### src/rtl/axil_regbank_slave.sv
// axil_regbank_slave
// AXI4-Lite slave register bank. Write address and write data are each captured
// into a one-deep holding buffer and committed together once both are present and
// the B channel is free. Reads complete with one cycle of latency.
//
// Optional build macro: REGBANK_WCOUNT_EN
//   When defined, index NUM_REGS is a read-only counter of OKAY write commits.
//   When undefined, that index decodes as out-of-range like any other.
//
// Ports:
//   s3_axi_aclk, s3_axi_areset    clock, synchronous active-high reset
//   s3_axi_aw*                    write address channel
//   s3_axi_w*                     write data channel (with byte strobes)
//   s3_axi_b*                     write response channel
//   s3_axi_ar*                    read address channel
//   s3_axi_r*                     read data channel
//   reg_out                       flat register contents, reg i at [i*DATA_WIDTH +: DATA_WIDTH]
//   wr_pulse                      one-cycle pulse per register on an OKAY commit
module axil_regbank_slave #(
   parameter int DATA_WIDTH = 32,
   parameter int ADDR_WIDTH = 8,
   parameter int NUM_REGS   = 8,
   parameter int RESP_WIDTH = 2
) (
   input  logic                           s3_axi_aclk,
   input  logic                           s3_axi_areset,
   input  logic [ADDR_WIDTH-1:0]          s3_axi_awaddr,
   input  logic                           s3_axi_awvalid,
   output logic                           s3_axi_awready,
   input  logic [DATA_WIDTH-1:0]          s3_axi_wdata,
   input  logic [DATA_WIDTH/8-1:0]        s3_axi_wstrb,
   input  logic                           s3_axi_wvalid,
   output logic                           s3_axi_wready,
   output logic [RESP_WIDTH-1:0]          s3_axi_bresp,
   output logic                           s3_axi_bvalid,
   input  logic                           s3_axi_bready,
   input  logic [ADDR_WIDTH-1:0]          s3_axi_araddr,
   input  logic                           s3_axi_arvalid,
   output logic                           s3_axi_arready,
   output logic [DATA_WIDTH-1:0]          s3_axi_rdata,
   output logic [RESP_WIDTH-1:0]          s3_axi_rresp,
   output logic                           s3_axi_rvalid,
   input  logic                           s3_axi_rready,
   output logic [NUM_REGS*DATA_WIDTH-1:0] reg_out,
   output logic [NUM_REGS-1:0]            wr_pulse
);

   localparam int STRB_WIDTH = DATA_WIDTH / 8;
   localparam int IDX_WIDTH  = ADDR_WIDTH - 2;

   localparam logic [RESP_WIDTH-1:0] RESP_OKAY   = '0;
   localparam logic [RESP_WIDTH-1:0] RESP_SLVERR = RESP_WIDTH'(2);

   // Holding buffers
   logic                  aw_held_q;
   logic [IDX_WIDTH-1:0]  aw_idx_q;
   logic                  w_held_q;
   logic [DATA_WIDTH-1:0] w_data_q;
   logic [STRB_WIDTH-1:0] w_strb_q;

   // Response state
   logic                  bvalid_q;
   logic [RESP_WIDTH-1:0] bresp_q;
   logic                  rvalid_q;
   logic [RESP_WIDTH-1:0] rresp_q;
   logic [DATA_WIDTH-1:0] rdata_q;

   logic [DATA_WIDTH-1:0] regs_q [NUM_REGS];
   logic [NUM_REGS-1:0]   wr_pulse_q;

   logic                  aw_fire;
   logic                  w_fire;
   logic                  ar_fire;
   logic                  commit;
   logic [NUM_REGS-1:0]   wr_sel;
   logic                  wr_hit;
   logic [IDX_WIDTH-1:0]  ar_idx;
   logic [DATA_WIDTH-1:0] rd_data;
   logic                  rd_hit;

   // Byte offset bits are ignored: unaligned addresses alias to their word.
   logic unused_addr_bits;
   assign unused_addr_bits = ^{s3_axi_awaddr[1:0], s3_axi_araddr[1:0]};

`ifdef REGBANK_WCOUNT_EN
   logic [DATA_WIDTH-1:0] wcount_q;
`endif

   // ------------------------------------------------------------------
   // Handshakes
   // ------------------------------------------------------------------
   assign s3_axi_awready = !aw_held_q;
   assign s3_axi_wready  = !w_held_q;
   assign s3_axi_arready = !rvalid_q || s3_axi_rready;

   assign aw_fire = s3_axi_awvalid && !aw_held_q;
   assign w_fire  = s3_axi_wvalid && !w_held_q;
   assign ar_fire = s3_axi_arvalid && s3_axi_arready;

   // Commit may proceed when B is empty or is being drained on this very edge.
   assign commit  = aw_held_q && w_held_q && (!bvalid_q || s3_axi_bready);

   assign ar_idx  = s3_axi_araddr[ADDR_WIDTH-1:2];

   // ------------------------------------------------------------------
   // Address decode. The counter index never appears in wr_sel, so writes to
   // it fall through to SLVERR.
   // ------------------------------------------------------------------
   always_comb begin
      wr_sel = '0;
      for (int i = 0; i < NUM_REGS; i++) begin
         if (aw_idx_q == IDX_WIDTH'(i)) begin
            wr_sel[i] = 1'b1;
         end
      end
   end

   assign wr_hit = |wr_sel;

   always_comb begin
      rd_data = '0;
      rd_hit  = 1'b0;
      for (int i = 0; i < NUM_REGS; i++) begin
         if (ar_idx == IDX_WIDTH'(i)) begin
            rd_data = regs_q[i];
            rd_hit  = 1'b1;
         end
      end
`ifdef REGBANK_WCOUNT_EN
      if (ar_idx == IDX_WIDTH'(NUM_REGS)) begin
         rd_data = wcount_q;
         rd_hit  = 1'b1;
      end
`endif
   end

   // ------------------------------------------------------------------
   // Write address / data holding buffers
   // ------------------------------------------------------------------
   always_ff @(posedge s3_axi_aclk) begin
      if (s3_axi_areset) begin
         aw_held_q <= 1'b0;
         aw_idx_q  <= '0;
      end else if (aw_fire) begin
         aw_held_q <= 1'b1;
         aw_idx_q  <= s3_axi_awaddr[ADDR_WIDTH-1:2];
      end else if (commit) begin
         aw_held_q <= 1'b0;
      end
   end

   always_ff @(posedge s3_axi_aclk) begin
      if (s3_axi_areset) begin
         w_held_q <= 1'b0;
         w_data_q <= '0;
         w_strb_q <= '0;
      end else if (w_fire) begin
         w_held_q <= 1'b1;
         w_data_q <= s3_axi_wdata;
         w_strb_q <= s3_axi_wstrb;
      end else if (commit) begin
         w_held_q <= 1'b0;
      end
   end

   // ------------------------------------------------------------------
   // Register array and write pulses
   // ------------------------------------------------------------------
   always_ff @(posedge s3_axi_aclk) begin
      if (s3_axi_areset) begin
         for (int i = 0; i < NUM_REGS; i++) begin
            regs_q[i] <= '0;
         end
      end else if (commit) begin
         for (int i = 0; i < NUM_REGS; i++) begin
            if (wr_sel[i]) begin
               for (int b = 0; b < STRB_WIDTH; b++) begin
                  if (w_strb_q[b]) begin
                     regs_q[i][b*8 +: 8] <= w_data_q[b*8 +: 8];
                  end
               end
            end
         end
      end
   end

   // A zero-strobe commit still pulses: the pulse marks the transaction, not a data change.
   always_ff @(posedge s3_axi_aclk) begin
      if (s3_axi_areset) begin
         wr_pulse_q <= '0;
      end else begin
         wr_pulse_q <= commit ? wr_sel : '0;
      end
   end

`ifdef REGBANK_WCOUNT_EN
   always_ff @(posedge s3_axi_aclk) begin
      if (s3_axi_areset) begin
         wcount_q <= '0;
      end else if (commit && wr_hit) begin
         wcount_q <= wcount_q + 1'b1;
      end
   end
`endif

   // ------------------------------------------------------------------
   // Write response. A commit on the draining edge keeps bvalid high with the
   // new response.
   // ------------------------------------------------------------------
   always_ff @(posedge s3_axi_aclk) begin
      if (s3_axi_areset) begin
         bvalid_q <= 1'b0;
         bresp_q  <= RESP_OKAY;
      end else if (commit) begin
         bvalid_q <= 1'b1;
         bresp_q  <= wr_hit ? RESP_OKAY : RESP_SLVERR;
      end else if (s3_axi_bready) begin
         bvalid_q <= 1'b0;
      end
   end

   // ------------------------------------------------------------------
   // Read channel. rd_data samples regs_q before any same-edge commit lands,
   // so a colliding read returns the pre-write value.
   // ------------------------------------------------------------------
   always_ff @(posedge s3_axi_aclk) begin
      if (s3_axi_areset) begin
         rvalid_q <= 1'b0;
         rdata_q  <= '0;
         rresp_q  <= RESP_OKAY;
      end else if (ar_fire) begin
         rvalid_q <= 1'b1;
         rdata_q  <= rd_data;
         rresp_q  <= rd_hit ? RESP_OKAY : RESP_SLVERR;
      end else if (s3_axi_rready) begin
         rvalid_q <= 1'b0;
      end
   end

   // ------------------------------------------------------------------
   // Outputs
   // ------------------------------------------------------------------
   assign s3_axi_bvalid = bvalid_q;
   assign s3_axi_bresp  = bresp_q;
   assign s3_axi_rvalid = rvalid_q;
   assign s3_axi_rdata  = rdata_q;
   assign s3_axi_rresp  = rresp_q;
   assign wr_pulse      = wr_pulse_q;

   for (genvar i = 0; i < NUM_REGS; i++) begin : g_reg_out
      assign reg_out[i*DATA_WIDTH +: DATA_WIDTH] = regs_q[i];
   end

endmodule

### config.mk
export PLATFORM = sky130hd
export DESIGN_NAME = axil_regbank_slave
export DESIGN_NICKNAME = d
export VERILOG_FILES = /design/src/rtl/axil_regbank_slave.sv
export SDC_FILE = /design/constraint.sdc
export NUM_CORES = 1
export LEC_CHECK = 0
export ABC_CLOCK_PERIOD_IN_PS = 2300
export BUFFER_PORTS_ARGS = -buffer_cell sky130_fd_sc_hd__buf_2
export CORE_ASPECT_RATIO = 1.25
export CORE_MARGIN = 4
export CORE_UTILIZATION = 53
export DETAILED_ROUTE_END_ITERATION = 16
export PLACE_DENSITY = 0.79
export SYNTH_ARGS = -nofsm -noshare
export SYNTH_HDL_FRONTEND = slang
export SYNTH_SLANG_ARGS = --single-unit
export TNS_END_PERCENT = 10
### constraint.sdc
create_clock -name s3_axi_aclk -period 2.3 [get_ports s3_axi_aclk]
set_input_delay 0 -clock s3_axi_aclk [delete_from_list [all_inputs] [get_ports s3_axi_aclk]]
set_output_delay 0 -clock s3_axi_aclk [all_outputs]
set_load 0.02 [all_outputs]
==> results of run 1 <==
==> how the worst max path moves through the flow <==
stage / cells after the start / from / slack [ns] / to
2_1_floorplan: 7 / s3_axi_bvalid / 0.42 / regs_q[1][24]
3_3_place_gp: 6 / w_held_q / 0.26 / regs_q[0][124]
3_5_place_dp: 6 / aw_idx_q[3] / 0.19 / regs_q[0][85]
4_1_cts: 6 / aw_idx_q[3] / 0.18 / regs_q[0][84]
5_1_grt: 6 / aw_idx_q[3] / 0.02 / regs_q[0][50]
6_report: 6 / aw_idx_q[3] / 0.18 / regs_q[0][102]
==> per-stage QoR <==
stage          hold WS, ns  std cells  total power [mW]
6_report           0.02910       1997             14.23
5_1_grt            0.02889       1997             14.67
4_1_cts            0.01982       1996             14.25
3_5_place_dp        0.2463       1871             8.667
3_3_place_gp        0.2412       1871             8.634
2_1_floorplan       0.1295       1193             8.065
==> cell type report <==
type	instances	area (um^2)	area share (%)
timing repair buffer	475	2905	15.83
sequential	344	9449	51.49
antenna	1	2.502	0.01364
clock buffer	42	942.2	5.134
tap	340	425.4	2.318
inverter	36	135.1	0.7363
clock inverter	18	172.7	0.9408
multi-input combinational	741	4320	23.54
==> cell usage after synthesis (all sizes together) (4+ instances only) <==
cell / instances / area (um^2)
a211oi: 30 / 225.2
a21oi: 59 / 295.3
a221oi: 4 / 35.03
and2: 7 / 43.79
buf: 30 / 201.4
clkbuf: 42 / 158.9
dfxtp: 88 / 1762
edfxtp: 256 / 7687
inv: 36 / 135.1
mux2: 21 / 236.5
mux2i: 6 / 60.06
mux4: 29 / 653.1
nand2: 135 / 536.8
nand2b: 66 / 415.4
nor2: 240 / 900.9
nor2b: 13 / 81.33
nor3: 26 / 151.4
nor4: 13 / 96.34
o21ai: 38 / 190.2
o21bai: 8 / 60.06
o22ai: 30 / 187.7
==> kinds of logic after synthesis <==
| kind of cell | synth area share (%) |
|---|---|
| other cells | 0.02634 |
| buf+inv | 3.480 |
| mux | 6.670 |
| compound gates | 7.277 |
| simple gates | 16.18 |
| flops | 66.37 |
==> worst max-delay path, delay by kind of cell (launching register included) <==
kind                   cells  cell delay [ns]
flip-flops                 1             0.32
buffers and inverters      1             0.21
AND/OR/NAND/NOR            5             1.25
==> sequential cells by signal, indices dropped and copies added (netlist names) <==
signal / count
s3_axi_rdata: 32
aw_idx_q: 6
aw_held_q: 1
regs_q: 256
w_strb_q: 4
wr_pulse: 8
s3_axi_rvalid: 1
w_data_q: 32
w_held_q: 1
s3_axi_bresp: 1
s3_axi_bvalid: 1
s3_axi_rresp: 1
==> power breakdown <==
group          leakage [nW]  switching (mW)  internal (mW)
Combinational          3.61           0.984          0.553
Clock                 0.551            2.33           3.26
Sequential             3.36           0.182           6.93
==> routing by layer <==
layer	global-route usage, %	vias up	wire length, um
li1	-	5100	-
met1	37.33	5633	16420
met2	52.77	671	23250
met3	5.571	135	4103
met4	13.86	0	2212
met5	0	-	0
==> repair_timing <==
item / in CTS / in global routing
endpoints found under the setup margin: 0 / 48
resized for setup: 0 / 6
hold endpoints to repair: 48 / 0
hold buffers: 65 / 0
==> out/qor.yml, run 1 <==
status:
  status: "finished, final reports clean"
worst_setup_path:
  path_cells: "nor3_2 > nand2b_1 > nor2_1 > buf_4 > nand2_2 > nand2b_1"
  cpMaxStageDelayCell: "nand2b_1"
  regToRegSetupSlack_ns: 0.18
  worstSetupEndpointType: "flop"
  cp.required_ns: 2.45
  cp_common_cell: "nand2b_1"
  start_kind: "flop"
  worstPathMaxFanout: 9
  r2r_end: "regs_q[0][102]"
  r2r_start: "aw_idx_q[3]"
  r2r_cells: 6
  criticalPathCategory: "reg -> reg"
  worstPathArrival_ns: 2.27
  worst_path_largest_cell_delay_ns: 0.37
sta:
  maxSlewHeadroom_pct: 54.60
  worst_pin_slew_ns: 0.6797
  final.setup.tns_ns: 0
  rsz0062_at_grt: "false"
  finalHoldViolCount: 0
  period_minus_slack_ns: 2.118
  min_period_over_period_pct: 92.11
  setup_ws_ns: 0.1815
  drv_slew: 0
  max_freq_mhz: 472.0
  setup_viol: 0
  skew_ns: 0.009715
flow_run:
  maxCapViolations: 0
finish:
  final_cell_mix: "354 x buf_2, 256 x edfxtp_1, 240 x nor2_1"
  utilization_pct: 69.89
  area_delta_synth_final_pct: 28.90
  drive_gt1_share_pct: 32.55
  finalNetCount: 1691
  fill_cells: 1882
  layout_commonest_cell: "buf_2"
  fin_area_um2: 18350
place:
  portBuffers: 357
  post_dp_cell_area_um2: 16570
  post-place-ws_ns: 0.1900
  gp_congestion: 0.8814
  hpwl_um: 32270
synthesis:
  synth.yosys.seq_area_share_pct: 66.37
  ys_async_sr_fraction_pct: 0
  yosys_register_bits: 344
  synth-edff-count: 256
  yosys_most_used_dff: "edfxtp_1"
  yosys_warnings: 0
  syn-cell-area_um2: 14240
  syn-instance-count: 1192
  synth.distinct_cells: 40
  synth.avg_cell_area_um2: 11.94
drt:
  drcViolationCount: 0
  vias: 11540
  drt-initial-drc-count: 937
  dr.pass1.iters: 5
  wl_um: 45980
  routed_via_density: 5.778
  wl_per_cell_um: 23.03
  postRouteAntennaNets: 0
cts:
  postCtsSetupBuffers: 0
  cts_buffers: 34
  cts_tree: "done"
  clk_pin_slew_worst_paths_ns: 0.07
  htree_levels: 2
  cts_sinks: 344
  root_buffer: "clkbuf_16"
  clk_path_buf_depth: 3
  clock_latency_ns: 0.50
die:
  die-width_um: 154.6
  core_um2: 26260
  initial_core_util_pct: 54.22
  die_area_um2: 29570
  die_h_um: 191.2
  rows: 66
  io_pins: 364
global_routing:
  grt.overflow.total: 0
  first_global_vias: 11610
  grt_max_degree: 78
  track_usage_pct: 30.50
  grt_pass1_wl_um: 68530
  antenna_found_initial: 1
power:
  power.density_nw_per_um2: 775.6
  p_leak_nw: 7.522
  irDropWorstVdd_v: 0.0006808
min_path:
  min_delay_worst_endpoint: "aw_idx_q[4]"
  hold_class: "in -> reg"
  hold_start: "s3_axi_areset"
  hold_path_depth: 3
(Power assumes the default switching activity.)
==> inputs of run 2 (changes only) <==
ABC_AREA = 1   (was unset)
==> run 2 against run 1 <==
Worst setup slack got worse by 0.030 ns. Sequential power barely moved. Via count rose by 6.6%. Clock-buffer cell count is 3 higher. Synthesized cell count up 19%. Synthesized area decreased by 0.98%. Utilization fell by 0.56 points. Critical endpoint is now regs_q[0][96]. Highest routed layer unchanged.
==> out/qor.yml, run 2 <==
drt:
  dr.pass1.iters: 8
  drt-initial-drc-count: 1169
  drcViolationCount: 0
  wl_per_cell_um: 20.83
  routed_via_density: 5.504
  wl_um: 46530
  postRouteAntennaNets: 0
  vias: 12300
sta:
  setup_viol: 0
  drv_slew: 0
  setup_ws_ns: 0.1514
  max_freq_mhz: 465.4
  rsz0062_at_grt: "false"
  worst_pin_slew_ns: 0.6787
  finalHoldViolCount: 0
  period_minus_slack_ns: 2.149
  min_period_over_period_pct: 93.42
  final.setup.tns_ns: 0
  whs_ns: 0.05570
  skew_ns: 0.01028
  maxSlewHeadroom_pct: 54.75
place:
  portBuffers: 357
  post-place-ws_ns: 0.2809
  gp_congestion: 0.9484
  post-place-cells: 2119
  post_dp_cell_area_um2: 16490
  hpwl_um: 33350
worst_setup_path:
  criticalPathCategory: "reg -> reg"
  worstPathArrival_ns: 2.31
  path_cells: "nor3_1 > nand2_1 > nor2_1 > inv_1 > nor2_1 > clkinv_1 > nand2_1"
  worstPathMaxFanout: 8
  start_kind: "flop"
  worstSetupEndpointType: "flop"
  cpMaxStageDelayCell: "nand2_1"
  cp.required_ns: 2.46
  worst_path_largest_cell_delay_ns: 0.33
cts:
  root_buffer: "clkbuf_16"
  htree_levels: 2
  cts_tree: "done"
  cts_buffers: 34
  clk_pin_slew_worst_paths_ns: 0.07
  clock_latency_ns: 0.51
  clk_path_buf_depth: 3
  postCtsSetupBuffers: 0
  cts_sinks: 344
die:
  die_area_um2: 29290
  die-width_um: 153.9
  die_h_um: 190.3
  initial_core_util_pct: 54.02
  core_um2: 26100
  io_pins: 364
  rows: 66
flow_run:
  maxCapViolations: 0
global_routing:
  grt_max_degree: 95
  grtUsageMet1_pct: 37.48
  grt_pass1_wl_um: 68860
  first_global_vias: 12050
  antenna_found_initial: 1
  use_met2_pct: 52.85
  use_met3_pct: 5.880
  grt.overflow.total: 0
  track_usage_pct: 30.76
  top_usage_layer: "met2"
synthesis:
  synth_top_family_by_area: "simple AND/OR/NAND/NOR gates"
  yosys_most_used_dff: "edfxtp_1"
  synth.avg_cell_area_um2: 9.914
  synth.yosys.seq_area_share_pct: 67.03
  synth-edff-count: 256
  synth_top_cells_by_count: "315 x nor2_1, 279 x nand2_1, 256 x edfxtp_1, 121 x inv_1, 96 x a21oi_1"
  synth_compound_gate_area_share_pct: 7.083
  ys_async_sr_fraction_pct: 0
  yosys_register_bits: 344
  yosys_warnings: 0
  syn-cell-area_um2: 14100
  yosysMostFrequentCell: "nor2_1"
  synth.distinct_cells: 31
  syn-instance-count: 1422
  synth_top_cell_by_area: "edfxtp_1"
  synth_top_area_share_pct: 54.53
  synthXorXnorAreaFrac_pct: 0
  synthTopCellsByArea: "edfxtp_1 55%, dfxtp_1 12%, nor2_1 8.4%, nand2_1 7.4%, a21oi_1 3.4%"
  synth-simple-area-share_pct: 20.37
  synth_fa_ha_area_share_pct: 0
  synthMuxAreaShare_pct: 0
power:
  p_leak_nw: 7.899
  clkPwrFrac_pct: 39.0
  power.total_mw: 13.69
  power.density_nw_per_um2: 756.9
  switchingPower_mw: 3.323
  irDropWorstVdd_v: 0.0005422
  p_int_mw: 10.37
  seqPwrFrac_pct: 51.9
  switching_share_pct: 24.26
  combPwrFrac_pct: 9.2
min_path:
  hold_class: "in -> reg"
finish:
  layout_commonest_cell: "buf_2"
  finalNetCount: 1927
  drive_gt1_share_pct: 25.94
  regMostFlops: "regs_q"
  final_cell_mix: "357 x buf_2, 315 x nor2_1, 279 x nand2_1"
  fin_area_um2: 18090
  largest_reg_flops: 256
  utilization_pct: 69.33
  fin_cells: 2234
  area_delta_synth_final_pct: 28.34
status:
  status: "finished, final reports clean"
## run 2: final timing paths
kind / start / to / slack, ns / depth (start not counted)
worst max-delay path: aw_idx_q[3] / regs_q[0][96] / 0.15 / 7
worst min register to register: w_data_q[2] / w_data_q[2] / 0.45 / 2
worst max register to register: aw_idx_q[3] / regs_q[0][96] / 0.15 / 7
worst min-delay path: s3_axi_araddr[5] / s3_axi_rresp[1] / 0.06 / 5
## run 2: cell type report
cell class | instances | area, um^2
multi-input cells | 893 | 3877
diodes | 1 | 2.502
flip-flops and latches | 344 | 9449
inverters | 133 | 501.7
fillers | 1974 | 8003
well taps | 340 | 425.4
clock inverters | 16 | 101.3
repair buffers | 462 | 2770
clock buffers | 45 | 964.7
## run 2: layer usage
metal  vias up  share of wire, %
met2       783                49
met1      5751                36
met3       162               9.2
met4         0               5.7
li1       5601                 -
met5         -                 0
## run 2: repair_timing
item,in CTS,in global routing
resized for setup,0,0
setup endpoints to repair,0,0
hold endpoints to repair,53,0
hold buffers,53,0
## run 2: critical path, delay by kind of cell (launching register included)
kind	cells	cell delay [ns]
and+or+nand+nor	5	1.20
DFF	1	0.32
buffers and inverters	2	0.27
## run 2: power groups by stage
stage | logic, mW | clock network, mW | registers (mW)
final | 1.26 | 5.33 | 7.10
after global routing | 1.35 | 5.61 | 7.12
after CTS | 1.25 | 5.36 | 7.10
after detailed placement | 1.17 | 0 | 7.23
after global placement | 1.15 | 0 | 7.22
after floorplan | 0.419 | 0 | 7.44
## run 2: cells by family (layout without fill, tap and decap cells)
group / count (synthesis) / count (layout)
AND/OR/NAND/NOR: 698 / 698
AO/OA/AOI/OAI: 193 / 193
buffers and inverters: 186 / 656
other: 1 / 3
flip-flops: 344 / 344
